`config.mk`:
```
export PLATFORM = sky130hd
export DESIGN_NAME = fetch_queue_stage
export DESIGN_NICKNAME = d
export VERILOG_FILES = /design/src/rtl/fetch_queue_stage.sv
export SDC_FILE = /design/constraint.sdc
export NUM_CORES = 1
export LEC_CHECK = 0
export ABC_AREA = 1
export BUFFER_PORTS_ARGS = -buffer_cell sky130_fd_sc_hd__buf_2
export CAP_MARGIN = 20
export CORE_AREA = 2 2 191 333
export CTS_CLUSTER_DIAMETER = 100
export CTS_CLUSTER_SIZE = 8
export DETAILED_ROUTE_END_ITERATION = 8
export DIE_AREA = 0 0 193 335
export PLACE_DENSITY_LB_ADDON = 0.15
export SLEW_MARGIN = 40
export SYNTH_ARGS = -nofsm -noshare
export SYNTH_HDL_FRONTEND = slang
export SYNTH_SLANG_ARGS = --single-unit
```
`constraint.sdc`:
```
create_clock -name CLK -period 4.5 [get_ports CLK]
set_input_delay 0.45 -clock CLK [delete_from_list [all_inputs] [get_ports CLK]]
set_output_delay 0.45 -clock CLK [all_outputs]
set_load 0.05 [all_outputs]
```
`src/rtl/fetch_queue_stage.sv`:
```
// Decoupled fetch stage: a DEPTH-entry circular FIFO of {pc, instr, pred}
// between the fetch unit and the scoreboard. A flush empties the queue and
// drops fetches until the corrected PC arrives. A halt empties the queue and
// stays in effect until reset.
module fetch_queue_stage #(
  parameter int WORD_W = 32,
  parameter int DEPTH  = 4,
  parameter int CNT_W  = $clog2(DEPTH + 1)
) (
  input  logic              CLK,
  input  logic              nRST,
  input  logic              in_valid,
  input  logic [WORD_W-1:0] in_pc,
  input  logic [WORD_W-1:0] in_instr,
  input  logic              in_pred,
  output logic              in_ready,
  output logic              out_valid,
  output logic [WORD_W-1:0] out_pc,
  output logic [WORD_W-1:0] out_instr,
  output logic              out_pred,
  input  logic              out_ready,
  input  logic              flush,
  input  logic [WORD_W-1:0] flush_pc,
  input  logic              halt,
  output logic              squashing,
  output logic [CNT_W-1:0]  count
);

  localparam int PTR_W = $clog2(DEPTH);

  typedef enum logic [1:0] {
    ST_RUN    = 2'd0,
    ST_SQUASH = 2'd1,
    ST_HALTED = 2'd2
  } state_t;

  state_t              state_q, state_d;
  logic [PTR_W-1:0]    rd_ptr_q, rd_ptr_d;
  logic [PTR_W-1:0]    wr_ptr_q, wr_ptr_d;
  logic [CNT_W-1:0]    count_q, count_d;
  logic [WORD_W-1:0]   target_q, target_d;

  logic [WORD_W-1:0]   pc_mem_q    [DEPTH];
  logic [WORD_W-1:0]   instr_mem_q [DEPTH];
  logic                pred_mem_q  [DEPTH];

  logic                enq;
  logic                deq;

  // Handshakes, forced output bubble, and next-state for the control registers.
  always_comb begin
    state_d   = state_q;
    rd_ptr_d  = rd_ptr_q;
    wr_ptr_d  = wr_ptr_q;
    count_d   = count_q;
    target_d  = target_q;
    enq       = 1'b0;
    deq       = 1'b0;
    in_ready  = 1'b0;
    out_valid = 1'b0;
    squashing = (state_q == ST_SQUASH);

    case (state_q)
      ST_RUN:    in_ready = (count_q < CNT_W'(DEPTH));
      ST_SQUASH: in_ready = 1'b1;
      default:   in_ready = 1'b0;
    endcase

    // Head is hidden during a flush or halt cycle so no wrong-path op issues.
    out_valid = (state_q != ST_HALTED) && (count_q != '0) && !flush && !halt;

    if (halt) begin
      state_d  = ST_HALTED;
      rd_ptr_d = '0;
      wr_ptr_d = '0;
      count_d  = '0;
    end else if (flush && (state_q != ST_HALTED)) begin
      state_d  = ST_SQUASH;
      rd_ptr_d = '0;
      wr_ptr_d = '0;
      count_d  = '0;
      target_d = flush_pc;
    end else begin
      case (state_q)
        ST_RUN: begin
          enq = in_valid && in_ready;
          deq = out_valid && out_ready;
        end
        ST_SQUASH: begin
          // Queue is empty here, so only the matching beat is of interest.
          enq = in_valid && (in_pc == target_q);
          if (enq) state_d = ST_RUN;
        end
        default: ;
      endcase
      if (enq) wr_ptr_d = wr_ptr_q + 1'b1;
      if (deq) rd_ptr_d = rd_ptr_q + 1'b1;
      if (enq && !deq)      count_d = count_q + CNT_W'(1);
      else if (!enq && deq) count_d = count_q - CNT_W'(1);
    end
  end

  // Control state register.
  always_ff @(posedge CLK or negedge nRST) begin
    if (!nRST) begin
      state_q  <= ST_RUN;
      rd_ptr_q <= '0;
      wr_ptr_q <= '0;
      count_q  <= '0;
      target_q <= '0;
    end else begin
      state_q  <= state_d;
      rd_ptr_q <= rd_ptr_d;
      wr_ptr_q <= wr_ptr_d;
      count_q  <= count_d;
      target_q <= target_d;
    end
  end

  // One storage slot per entry, written only when it is the enqueue target.
  for (genvar gi = 0; gi < DEPTH; gi++) begin : g_entry
    always_ff @(posedge CLK or negedge nRST) begin
      if (!nRST) begin
        pc_mem_q[gi]    <= '0;
        instr_mem_q[gi] <= '0;
        pred_mem_q[gi]  <= 1'b0;
      end else if (enq && (wr_ptr_q == PTR_W'(gi))) begin
        pc_mem_q[gi]    <= in_pc;
        instr_mem_q[gi] <= in_instr;
        pred_mem_q[gi]  <= in_pred;
      end
    end
  end

  // Head outputs come from storage only and read as zero when not valid.
  always_comb begin
    out_pc    = '0;
    out_instr = '0;
    out_pred  = 1'b0;
    if (out_valid) begin
      out_pc    = pc_mem_q[rd_ptr_q];
      out_instr = instr_mem_q[rd_ptr_q];
      out_pred  = pred_mem_q[rd_ptr_q];
    end
  end

  assign count = count_q;

endmodule

```
==> metrics, run 1 <==
Inserted Clock Buffers 43; Post-synth EDFFs 0; max cap viols 0; largest cells by area after synthesis dfrtp_1, nand2_1, nand4_1; Data arrival, critical path 2800 ps; via count 13900; RSZ-0062 raised after global routing false; Starting Density 24.7%; post-synthesis mux area share 1.54%; Leakage 8.88 nW; Sink Count 301; Synth Area in XOR/XNOR 1.26%; maximum vdd drop 251 uV; ys async rst share 100%; outcome completed; first-pass GRT wire length 89.1 mm; Total GRT Usage 18.0%; vias per inst 4.94; clock skew 9.78 ps; Worst Max-Slew Pin Slew 818 ps; post-synth top area cell dfrtp_1; Slew Viols, Final 0; post-synthesis cell count 1920; clock root cell clkbuf_16; initial antenna violation count 1; global route overflow 0; Yosys reg bits 301; Initial DRC Count 923; adder-cell share of the synthesized area 0.539%; PD cells 413 nW/um^2; Crit. End Element primary output; standard-cell rows 121; hold_buf cts 1; Routed WL 58.1 mm; post-synthesis compound-gate area fraction 7.00%; min-delay worst type input pin to register; die width 193 um; chip height 335 um; Post-Layout Inst Area 17800 um^2; largest family of logic cells by synthesized area simple AND/OR/NAND/NOR gates; sequential-to-total area share from yosys stat 49.2%; Clock Tree Buf Depth 3; share of cells above drive strength 1 14.4%; H-tree levels 2; Routed Antenna Nets 0; WL/cell 20.7 um; top-level I/O count 174; dpl cell area 16600 um^2; most common cell in the netlist nand2_1; hold slack final 136 ps; Worst Path Max Fanout 42; critical path startpoint category register; final worst path period need 3250 ps; Synth Area per Inst 7.97 um^2; crit path kind register to primary output; Syn. warnings 0; IO Port Bufs 173; Layout Area Growth over Synthesis 16.2%; vias in the first global route 14100; die footprint 64700 um^2; Post-synth top cells nand2_1, dfrtp_1, nor2_1, nand4_1, o21ai_0; DRC 0; ys flop type dfrtp_1; relative slew slack 45.5%; Critical Path RT 4050 ps; core area 62100 um^2; Yosys cell types 27; Cell Area, Synth 15300 um^2; Post-CTS Setup Bufs 0; clk_lat worst skew 540 ps; placer congestion estimate 0.722; Hold Vio Cnt, Final 0; DPL Wire Length 31.6 mm; first-pass iteration count of the detailed router 7; post-cts sizing count 0; Clk pin slew, worst setup/hold paths 50 ps; final setup fails 0; fill count 6765; Yosys top cell area share 49.2%; final worst path period share 72.3%; Simple-Gate Fraction of Synth Area 32.9%; nets@finish 2107; Synth Net Count 2029; Setup TNS 0 ps; Max Freq 0.307 GHz; CTS tree built; largest net degree at the start of global routing 178
[logic make-up after synthesis]
| kind of cell | Yosys count |
|---|---|
| compound gates | 214 |
| mux | 21 |
| xor+xnor | 22 |
| fa+ha+maj | 6 |
| simple gates | 1149 |
| flops | 301 |
| buf+inv | 207 |
[layout by cell type, fill, tap and decap left out, types with 21 or more instances in the layout]
cell       count
a21oi_1       80
buf_2        172
clkbuf_16     45
dfrtp_1      299
inv_1         31
mux2_2        21
nand2_1      569
nand4_1      260
nor2_1       301
o21ai_0      134
[layer usage]
metal	vias up	GRT usage, %	routed length, um
li1	6531	-	-
met1	6872	23.2	25100
met2	386	31.6	29200
met3	63	2.28	2730
met4	2	4.42	1040
met5	-	0	13
[path summary, 6_finish.rpt]
path / start / endpoint / slack (ps) / cells after the start
min: flush_pc[11] / target_q[11]$_DFFE_PN0P_ / 140 / 2
max reg2reg: state_q[1]$_DFFE_PN0P_ / instr_mem_q[40]$_DFFE_PN0P_ / 1540 / 13
max: count[0]$_DFFE_PN0P_ / out_instr[1] / 1250 / 7
min reg2reg: instr_mem_q[80]$_DFFE_PN0P_ / instr_mem_q[80]$_DFFE_PN0P_ / 460 / 2
min in group asynchronous: nRST / pc_mem_q[5]$_DFFE_PN0P_ / 510 / 2
max in group asynchronous: nRST / pc_mem_q[21]$_DFFE_PN0P_ / 2870 / 3
[power by group]
group / switching (mW) / internal [mW]
clock network: 1.19 / 1.75
logic: 0.762 / 0.388
registers: 0.193 / 3.07
[final cells by class]
type	count	area, um^2	share of cell area [%]
diodes	2	5.00	0.0281
clock buffers	47	1130	6.37
clock inverters	1	5.00	0.0281
inverters	39	154	0.865
multi-input cells	1412	6710	37.7
flip-flops and latches	301	7540	42.4
well taps	799	1000	5.62
repair buffers	201	1250	7.01
[sequential cells by signal (all words and copies together), names as in the netlist]
| name | flops |
|---|---|
| state_q | 2 |
| target_q | 32 |
| count | 3 |
| pc_mem_q | 128 |
| pred_mem_q | 4 |
| rd_ptr_q | 2 |
| instr_mem_q | 128 |
| wr_ptr_q | 2 |
[metrics by stage]
stage	cells	util [%]	worst slack, ps	power [mW]
6_report	2802	28.7	1250	7.35
5_1_grt	2800	28.7	1070	7.77
4_1_cts	2799	28.6	985	7.49
3_5_place_dp	2750	26.8	1590	4.46
3_3_place_gp	2749	26.7	1380	4.44
2_1_floorplan	1920	-	334	4.05
[worst max-delay path, cell delays in order, from the launching register on]
cell and delay [ps]:
dfrtp_1 420, nor3_1 190, nor4_1 60, buf_4 150, inv_4 500, buf_4 500, a21oi_1 170, buf_2 250
No activity file was read; power rests on OpenSTA's default activity.
==> run 2, diff against run 1 <==
==> constraint.sdc (replaced) <==
create_clock -name CLK -period 2.85 [get_ports CLK]
set_input_delay 0.285 -clock CLK [delete_from_list [all_inputs] [get_ports CLK]]
set_output_delay 0.285 -clock CLK [all_outputs]
set_load 0.05 [all_outputs]
==> run 2 against run 1 <==
- cell area is 3.6% higher
- clock skew up 6.5 ps
- clock power is 56% higher
- via count up 1.7%
- largest power group unchanged
- highest routed layer unchanged
==> metrics, run 2 (same netlist as run 1, synthesis figures left out) <==
outcome completed (unchanged); Inserted Clock Buffers 43 (unchanged); largest net degree at the start of global routing 118 (was 178); r2r worst-path depth 14 (was 13); initial antenna violation count 2 (was 1); fill count 6707 (was 6765); min-delay worst type input pin to register (unchanged); Crit path buffers/inverters 5 (was 4); H-tree levels 2 (unchanged); placed instance count 2778 (was 2750); CP Cell Sequence inv_1, nor2_1, nor4_4, inv_2, buf_12, buf_4, a21oi_1, buf_2 (was nor3_1, nor4_1, buf_4, inv_4, buf_4, a21oi_1, buf_2); area of the multi-input gates 6750 um^2 (was 6710 um^2); DRC 0 (unchanged); Starting Density 24.7% (unchanged); slowest stage cell, crit path dfrtp_1 (was inv_4); Max stage delay on crit path 390 ps (was 500 ps); top-level I/O count 174 (unchanged); final worst path period need 2760 ps; Crit. End Element primary output (unchanged); core area 62100 um^2 (unchanged); Core Util, Final 29.7% (was 28.7%); Max Freq 0.363 GHz; maximum vdd drop 353 uV (was 251 uV); setup slack, reg-to-reg 280 ps (was 1540 ps); clock skew 16.2 ps (was 9.78 ps); Worst Max-Slew Pin Slew 727 ps (was 818 ps); Data arrival, critical path 2470 ps (was 2800 ps); DPL Wire Length 34.2 mm (was 31.6 mm); Setup TNS 0 ps (unchanged); max cap viols 0 (unchanged); die width 193 um (unchanged); hold_sp flush_pc[29] (was flush_pc[11]); hold depth 3 (was 2); vias per inst 4.93 (was 4.94); placer congestion estimate 0.760 (was 0.722); leading cell types in the layout, fill and taps excluded nand2_1, nor2_1, dfrtp_1 (unchanged); Critical Path RT 2570 ps (was 4050 ps); clk_lat worst skew 550 ps (was 540 ps); share of cells above drive strength 1 15.9% (was 14.4%); global route overflow 0 (unchanged); first-pass iteration count of the detailed router 5 (was 7); Worst Path Max Fanout 16 (was 42); r2r endpoint instr_mem_q[30]$_DFFE_PN0P_ (was instr_mem_q[40]$_DFFE_PN0P_); kind of cell adding the most delay to the critical path buffers and inverters (unchanged); standard-cell rows 121 (unchanged); critical path startpoint category register (unchanged); Reg2Reg Launch Point state_q[1]$_DFFE_PN0P_ (unchanged); Leakage 9.17 nW (was 8.88 nW); CTS tree built (unchanged); nets@finish 2163 (was 2107); Layout Area Growth over Synthesis 20.5% (was 16.2%); worst hold endpoint target_q[29]$_DFFE_PN0P_ (was target_q[11]$_DFFE_PN0P_); dpl cell area 17000 um^2 (was 16600 um^2); first-pass GRT wire length 90.0 mm (was 89.1 mm); crit path kind register to primary output (unchanged); most common cell after layout, fill and taps aside nand2_1 (unchanged); biggest regs instr_mem_q: 128 flops, pc_mem_q: 128 flops, target_q: 32 flops (unchanged); clock root cell clkbuf_16 (unchanged); chip height 335 um (unchanged); Clock Tree Buf Depth 3 (unchanged); final worst path period share 96.7%; Sink Count 301 (unchanged); vias in the first global route 14100 (about the same); die footprint 64700 um^2 (unchanged); Total GRT Usage 18.2% (was 18.0%); relative slew slack 51.5% (was 45.5%); Routed WL 58.8 mm (was 58.1 mm); Clk pin slew, worst setup/hold paths 50 ps (about the same); Initial DRC Count 975 (was 923); Final Non-Filler Cells 2857 (was 2802); WL/cell 20.6 um (was 20.7 um); Routed Antenna Nets 0 (unchanged); final setup fails 0 (unchanged); Seq. cell area 7540 um^2 (about the same); RSZ-0062 raised after global routing true (was false); Slew Viols, Final 0 (unchanged); PD cells 630 nW/um^2 (was 413 nW/um^2); IO Port Bufs 173 (unchanged); via count 14100 (was 13900); Hold Vio Cnt, Final 0 (unchanged); Post-Layout Inst Area 18400 um^2 (was 17800 um^2)
-- run 2: cell types whose count changed in the layout (fill, tap and decap cells not counted), sizes merged --
cell	before	now
buf	200	227
clkbuf	47	46
diode	2	1
dlygate4sd3	1	28
inv	38	41
-- run 2: worst max-delay path by stage --
stage          cells past startpoint                        to                   start
6_report                           8                  out_pred  state_q[1]$_DFFE_PN0P_
5_1_grt                            9                out_pc[30]  state_q[1]$_DFFE_PN0P_
4_1_cts                            8              out_instr[2]  state_q[1]$_DFFE_PN0P_
3_5_place_dp                      13  pc_mem_q[54]$_DFFE_PN0P_  state_q[1]$_DFFE_PN0P_
3_3_place_gp                      13  pc_mem_q[22]$_DFFE_PN0P_  state_q[1]$_DFFE_PN0P_
2_1_floorplan                      6              out_instr[0]    count[2]$_DFFE_PN0P_
-- run 2: area by class of cell --
type                    count  share of cell area [%]
repair buffers            257                    10.3
clock buffers              44                    5.86
diodes                      1                  0.0136
inverters                  39                   0.807
multi-input cells        1412                    36.6
flip-flops and latches    301                    40.9
clock inverters             4                   0.170
well taps                 799                    5.42
-- run 2: what timing repair did --
| action | 4_1_cts | 5_1_grt |
|---|---|---|
| hold buffers | 28 | 0 |
| resized for setup | 6 | 19 |
| pin swaps | 0 | 1 |
| setup endpoints to repair | 10 | 42 |
| endpoints found under the hold margin | 93 | 0 |
| setup buffers | 1 | 1 |
-- run 2: power breakdown --
part | leakage (nW) | internal [mW] | switching, mW
logic | 4.62 | 0.675 | 1.21
clock network | 0.549 | 2.66 | 1.92
registers | 4.01 | 4.84 | 0.309
total | 9.17 | 8.17 | 3.44
-- run 2: tightest hold or removal path: cells and delay by family --
kind | cells | cell delay (ps)
AO/OA/AOI/OAI | 1 | 100
buffers and inverters | 1 | 90
AND/OR/NAND/NOR | 1 | 50
-- run 2: metal layers --
layer  share of wire, %  global-route usage (%)  up-vias
li1                   -                       -     6649
met1                 43                    23.5     6964
met2                 50                    31.8      402
met3                4.2                    2.04       73
met4                2.4                    5.34        2
met5              0.022                       0        -
-- run 2: stage by stage --
| stage | power, mW | setup slack (ps) | hold slack (ps) |
|---|---|---|---|
| 3_3_place_gp | 7.04 | 77.9 | 315 |
| 2_1_floorplan | 6.40 | -124 | -10.6 |
| 6_report | 11.6 | 93.1 | 24.5 |
| 4_1_cts | 11.8 | 9.29 | 3.24 |
| 3_5_place_dp | 7.08 | 81.9 | 317 |
| 5_1_grt | 12.3 | -7.63 | 29.0 |
==> run 3, diff against run 2 <==
--- a/config.mk
+++ b/config.mk
@@ -5,14 +5,13 @@
 export SDC_FILE = /design/constraint.sdc
 export NUM_CORES = 1
 export LEC_CHECK = 0
-export ABC_AREA = 1
 export BUFFER_PORTS_ARGS = -buffer_cell sky130_fd_sc_hd__buf_2
 export CAP_MARGIN = 20
-export CORE_AREA = 2 2 191 333
+export CORE_AREA = 5 5 190 329
 export CTS_CLUSTER_DIAMETER = 100
 export CTS_CLUSTER_SIZE = 8
 export DETAILED_ROUTE_END_ITERATION = 8
-export DIE_AREA = 0 0 193 335
+export DIE_AREA = 0 0 195 334
 export PLACE_DENSITY_LB_ADDON = 0.15
 export SLEW_MARGIN = 40
 export SYNTH_ARGS = -nofsm -noshare
==> run 3 against run 2 <==
- area after synthesis is 4.2% lower
- synthesized cell count is 54% lower
- register-to-register slack worse by 40 ps
- wire length is 25% lower
- hold slack better by 1.2 ps
- clock power hardly changed
- global-route usage is 4.8 points lower
- cell area is 0.43% higher
- largest cell class unchanged
==> metrics, run 3 <==
initial antenna violation count 6 (was 2); max cap viols 0 (unchanged); Data arrival, critical path 2380 ps (was 2470 ps); clk_lat worst skew 560 ps (was 550 ps); via count 8508 (was 14100); slowest stage cell, crit path dfrtp_4 (was dfrtp_1); post-synthesis cell count 892 (was 1920); leading cell types in the layout, fill and taps excluded dfrtp_1, mux2_4, buf_2 (was nand2_1, nor2_1, dfrtp_1); hold depth 2 (was 3); Total GRT Usage 13.4% (was 18.2%); vias in the first global route 9771 (was 14100); H-tree levels 2 (unchanged); biggest regs instr_mem_q: 128 flops, pc_mem_q: 128 flops, target_q: 32 flops (unchanged); Max stage delay on crit path 710 ps (was 390 ps); global route overflow 0 (unchanged); hold_sp flush_pc[11] (was flush_pc[29]); Worst Path Max Fanout 24 (was 16); largest cells by area after synthesis dfrtp_1, mux2_4, mux4_2 (was dfrtp_1, nand2_1, nand4_1); Routed Antenna Nets 0 (unchanged); most common cell after layout, fill and taps aside dfrtp_1 (was nand2_1); first-pass iteration count of the detailed router 4 (was 5); post-synth top area cell dfrtp_1 (unchanged); r2r endpoint pc_mem_q[30]$_DFFE_PN0P_ (was instr_mem_q[30]$_DFFE_PN0P_); total power 11.9 mW (was 11.6 mW); Yosys cell types 38 (was 27); Inserted Clock Buffers 43 (unchanged); final setup fails 0 (unchanged); Final WS setup 182 ps (was 93.1 ps); CTS tree built (unchanged); most common cell in the netlist dfrtp_1 (was nand2_1); RSZ-0062 raised after global routing false (was true); Clock Tree Buf Depth 3 (unchanged); largest net degree at the start of global routing 74 (was 118); Setup TNS 0 ps (unchanged); share of cells above drive strength 1 54.8% (was 15.9%); IO Port Bufs 173 (unchanged); final worst path period share 93.6% (was 96.7%); core area 59400 um^2 (was 62100 um^2); dpl cell area 16800 um^2 (was 17000 um^2); nets@finish 1268 (was 2163); Cell Area, Synth 14700 um^2 (was 15300 um^2); Post-synth top cells dfrtp_1, mux2_4, mux2_2, and2_1, mux4_2 (was nand2_1, dfrtp_1, nor2_1, nand4_1, o21ai_0); vias per inst 4.37 (was 4.93); PD cells 645 nW/um^2 (was 630 nW/um^2); die footprint 65100 um^2 (was 64700 um^2); fill count 6003 (was 6707); Sink Count 301 (unchanged); Synth Area per Inst 16.4 um^2 (was 7.97 um^2); top-level I/O count 174 (unchanged); Synth Net Count 1001 (was 2029); min-delay worst type input pin to register (unchanged); clock skew 30.7 ps (was 16.2 ps); Post-Layout Inst Area 18500 um^2 (was 18400 um^2); Yosys top cell area share 51.4% (was 49.2%); relative slew slack 51.4% (was 51.5%); Slew Viols, Final 0 (unchanged); r2r worst-path depth 9 (was 14); CP Cell Sequence buf_12, mux4_2, and2_1, buf_2 (was inv_1, nor2_1, nor4_4, inv_2, buf_12, buf_4, a21oi_1, buf_2); Leakage 9.11 nW (was 9.17 nW); ys flop type dfrtp_1 (unchanged); crit path kind register to primary output (unchanged); Critical Path RT 2570 ps (about the same); outcome completed (unchanged); Layout Area Growth over Synthesis 26.3% (was 20.5%); clock root cell clkbuf_16 (unchanged); maximum vdd drop 368 uV (was 353 uV); Yosys reg bits 301 (unchanged); Clk pin slew, worst setup/hold paths 60 ps (was 50 ps); Max Freq 0.375 GHz (was 0.363 GHz); Post-synth EDFFs 0 (unchanged); standard-cell rows 118 (was 121); die width 195 um (was 193 um); Worst Max-Slew Pin Slew 726 ps (was 727 ps); WL/cell 22.6 um (was 20.6 um); placer congestion estimate 0.727 (was 0.760); first-pass GRT wire length 66.7 mm (was 90.0 mm); pre-CTS WS 197 ps (was 81.9 ps); Hold Vio Cnt, Final 0 (unchanged); Reg2Reg Launch Point target_q[30]$_DFFE_PN0P_ (was state_q[1]$_DFFE_PN0P_); Initial DRC Count 226 (was 975); Crit. End Element primary output (unchanged); DRC 0 (unchanged); Starting Density 24.7% (about the same); DPL Wire Length 28.2 mm (was 34.2 mm); Routed WL 44.0 mm (was 58.8 mm); worst hold endpoint target_q[11]$_DFFE_PN0P_ (was target_q[29]$_DFFE_PN0P_); setup slack, reg-to-reg 240 ps (was 280 ps); chip height 334 um (was 335 um); final worst path period need 2670 ps (was 2760 ps); ys async rst share 100% (unchanged); sequential-to-total area share from yosys stat 51.4% (was 49.2%); critical path startpoint category register (unchanged); Syn. warnings 0 (unchanged)
## run 3: changes by cell type after synthesis, sizes merged, moves of 76 or more
cell,before,now
o21ai,134,6
a21oi,80,4
nor2,302,11
nand2,571,5
nand4,260,5
mux2,21,291
clkbuf,99,19
## run 3: cell families (layout without fill, tap and decap cells)
| family | Yosys count | in the layout | share of synthesized area [%] |
|---|---|---|---|
| buf+inv | 59 | 330 | 2.80 |
| fa+ha+maj | 6 | 6 | 0.563 |
| compound gates | 16 | 16 | 0.768 |
| xor+xnor | 34 | 34 | 2.03 |
| mux | 356 | 356 | 37.5 |
| other cells | 0 | 2 | 0 |
| simple gates | 120 | 120 | 5.00 |
| flops | 301 | 301 | 51.4 |
## run 3: worst max-delay path by stage
stage / endpoint / from
2_1_floorplan: instr_mem_q[100]$_DFFE_PN0P_ / state_q[1]$_DFFE_PN0P_
3_3_place_gp: count[1]$_DFFE_PN0P_ / in_pc[26]
3_5_place_dp: count[1]$_DFFE_PN0P_ / in_pc[11]
4_1_cts: out_instr[31] / state_q[1]$_DFFE_PN0P_
5_1_grt: count[1]$_DFFE_PN0P_ / target_q[11]$_DFFE_PN0P_
6_report: out_pc[24] / rd_ptr_q[1]$_DFFE_PN0P_
## run 3: area by class of cell
cell class,instances,area [um^2],share of cell area (%)
flip-flops and latches,301,7540,40.7
diodes,2,5.00,0.0270
clock buffers,45,1080,5.85
clock inverters,4,31.3,0.169
inverters,6,22.5,0.122
well taps,780,976,5.27
multi-input cells,532,6770,36.5
repair buffers,275,2100,11.3
## run 3: repair_timing
item,CTS,global route
setup endpoints to repair,36,30
pin swaps,0,0
hold endpoints to repair,123,0
hold buffers,52,0
setup buffers,4,0
gates cloned,2,0
resized for setup,2,2
## run 3: report_power, final
part | switching, mW | internal (mW) | leakage [nW]
combinational | 0.807 | 1.32 | 4.58
sequential | 0.355 | 4.91 | 3.98
clock | 1.89 | 2.66 | 0.550
total | 3.05 | 8.89 | 9.11
## run 3: worst max-delay path: cells and delay by family (launching register included)
family	cells	cell delay, ps
DFF	1	710
buffers and inverters	2	510
muxes	1	350
and+or+nand+nor	1	220
## run 3: per-stage QoR
| step | std cells | hold WS (ps) | utilization [%] |
|---|---|---|---|
| after floorplan | 892 | -10.6 | - |
| after global placement | 1836 | 267 | 28.3 |
| after detailed placement | 1836 | 263 | 28.3 |
| after CTS | 1943 | 0.798 | 31.2 |
| after global routing | 1943 | 7.31 | 31.2 |
| final | 1945 | 25.6 | 31.2 |
## run 3: per-layer routing
metal  share of wire, %  track usage, %  wire [um]  vias up
met1                 43            17.0      18900     4465
li1                   -               -          -     3769
met3                4.5            2.71       1980       67
met2                 50            23.1      21900      205
met5              0.030               0         13        -
met4                2.6            4.36       1160        2
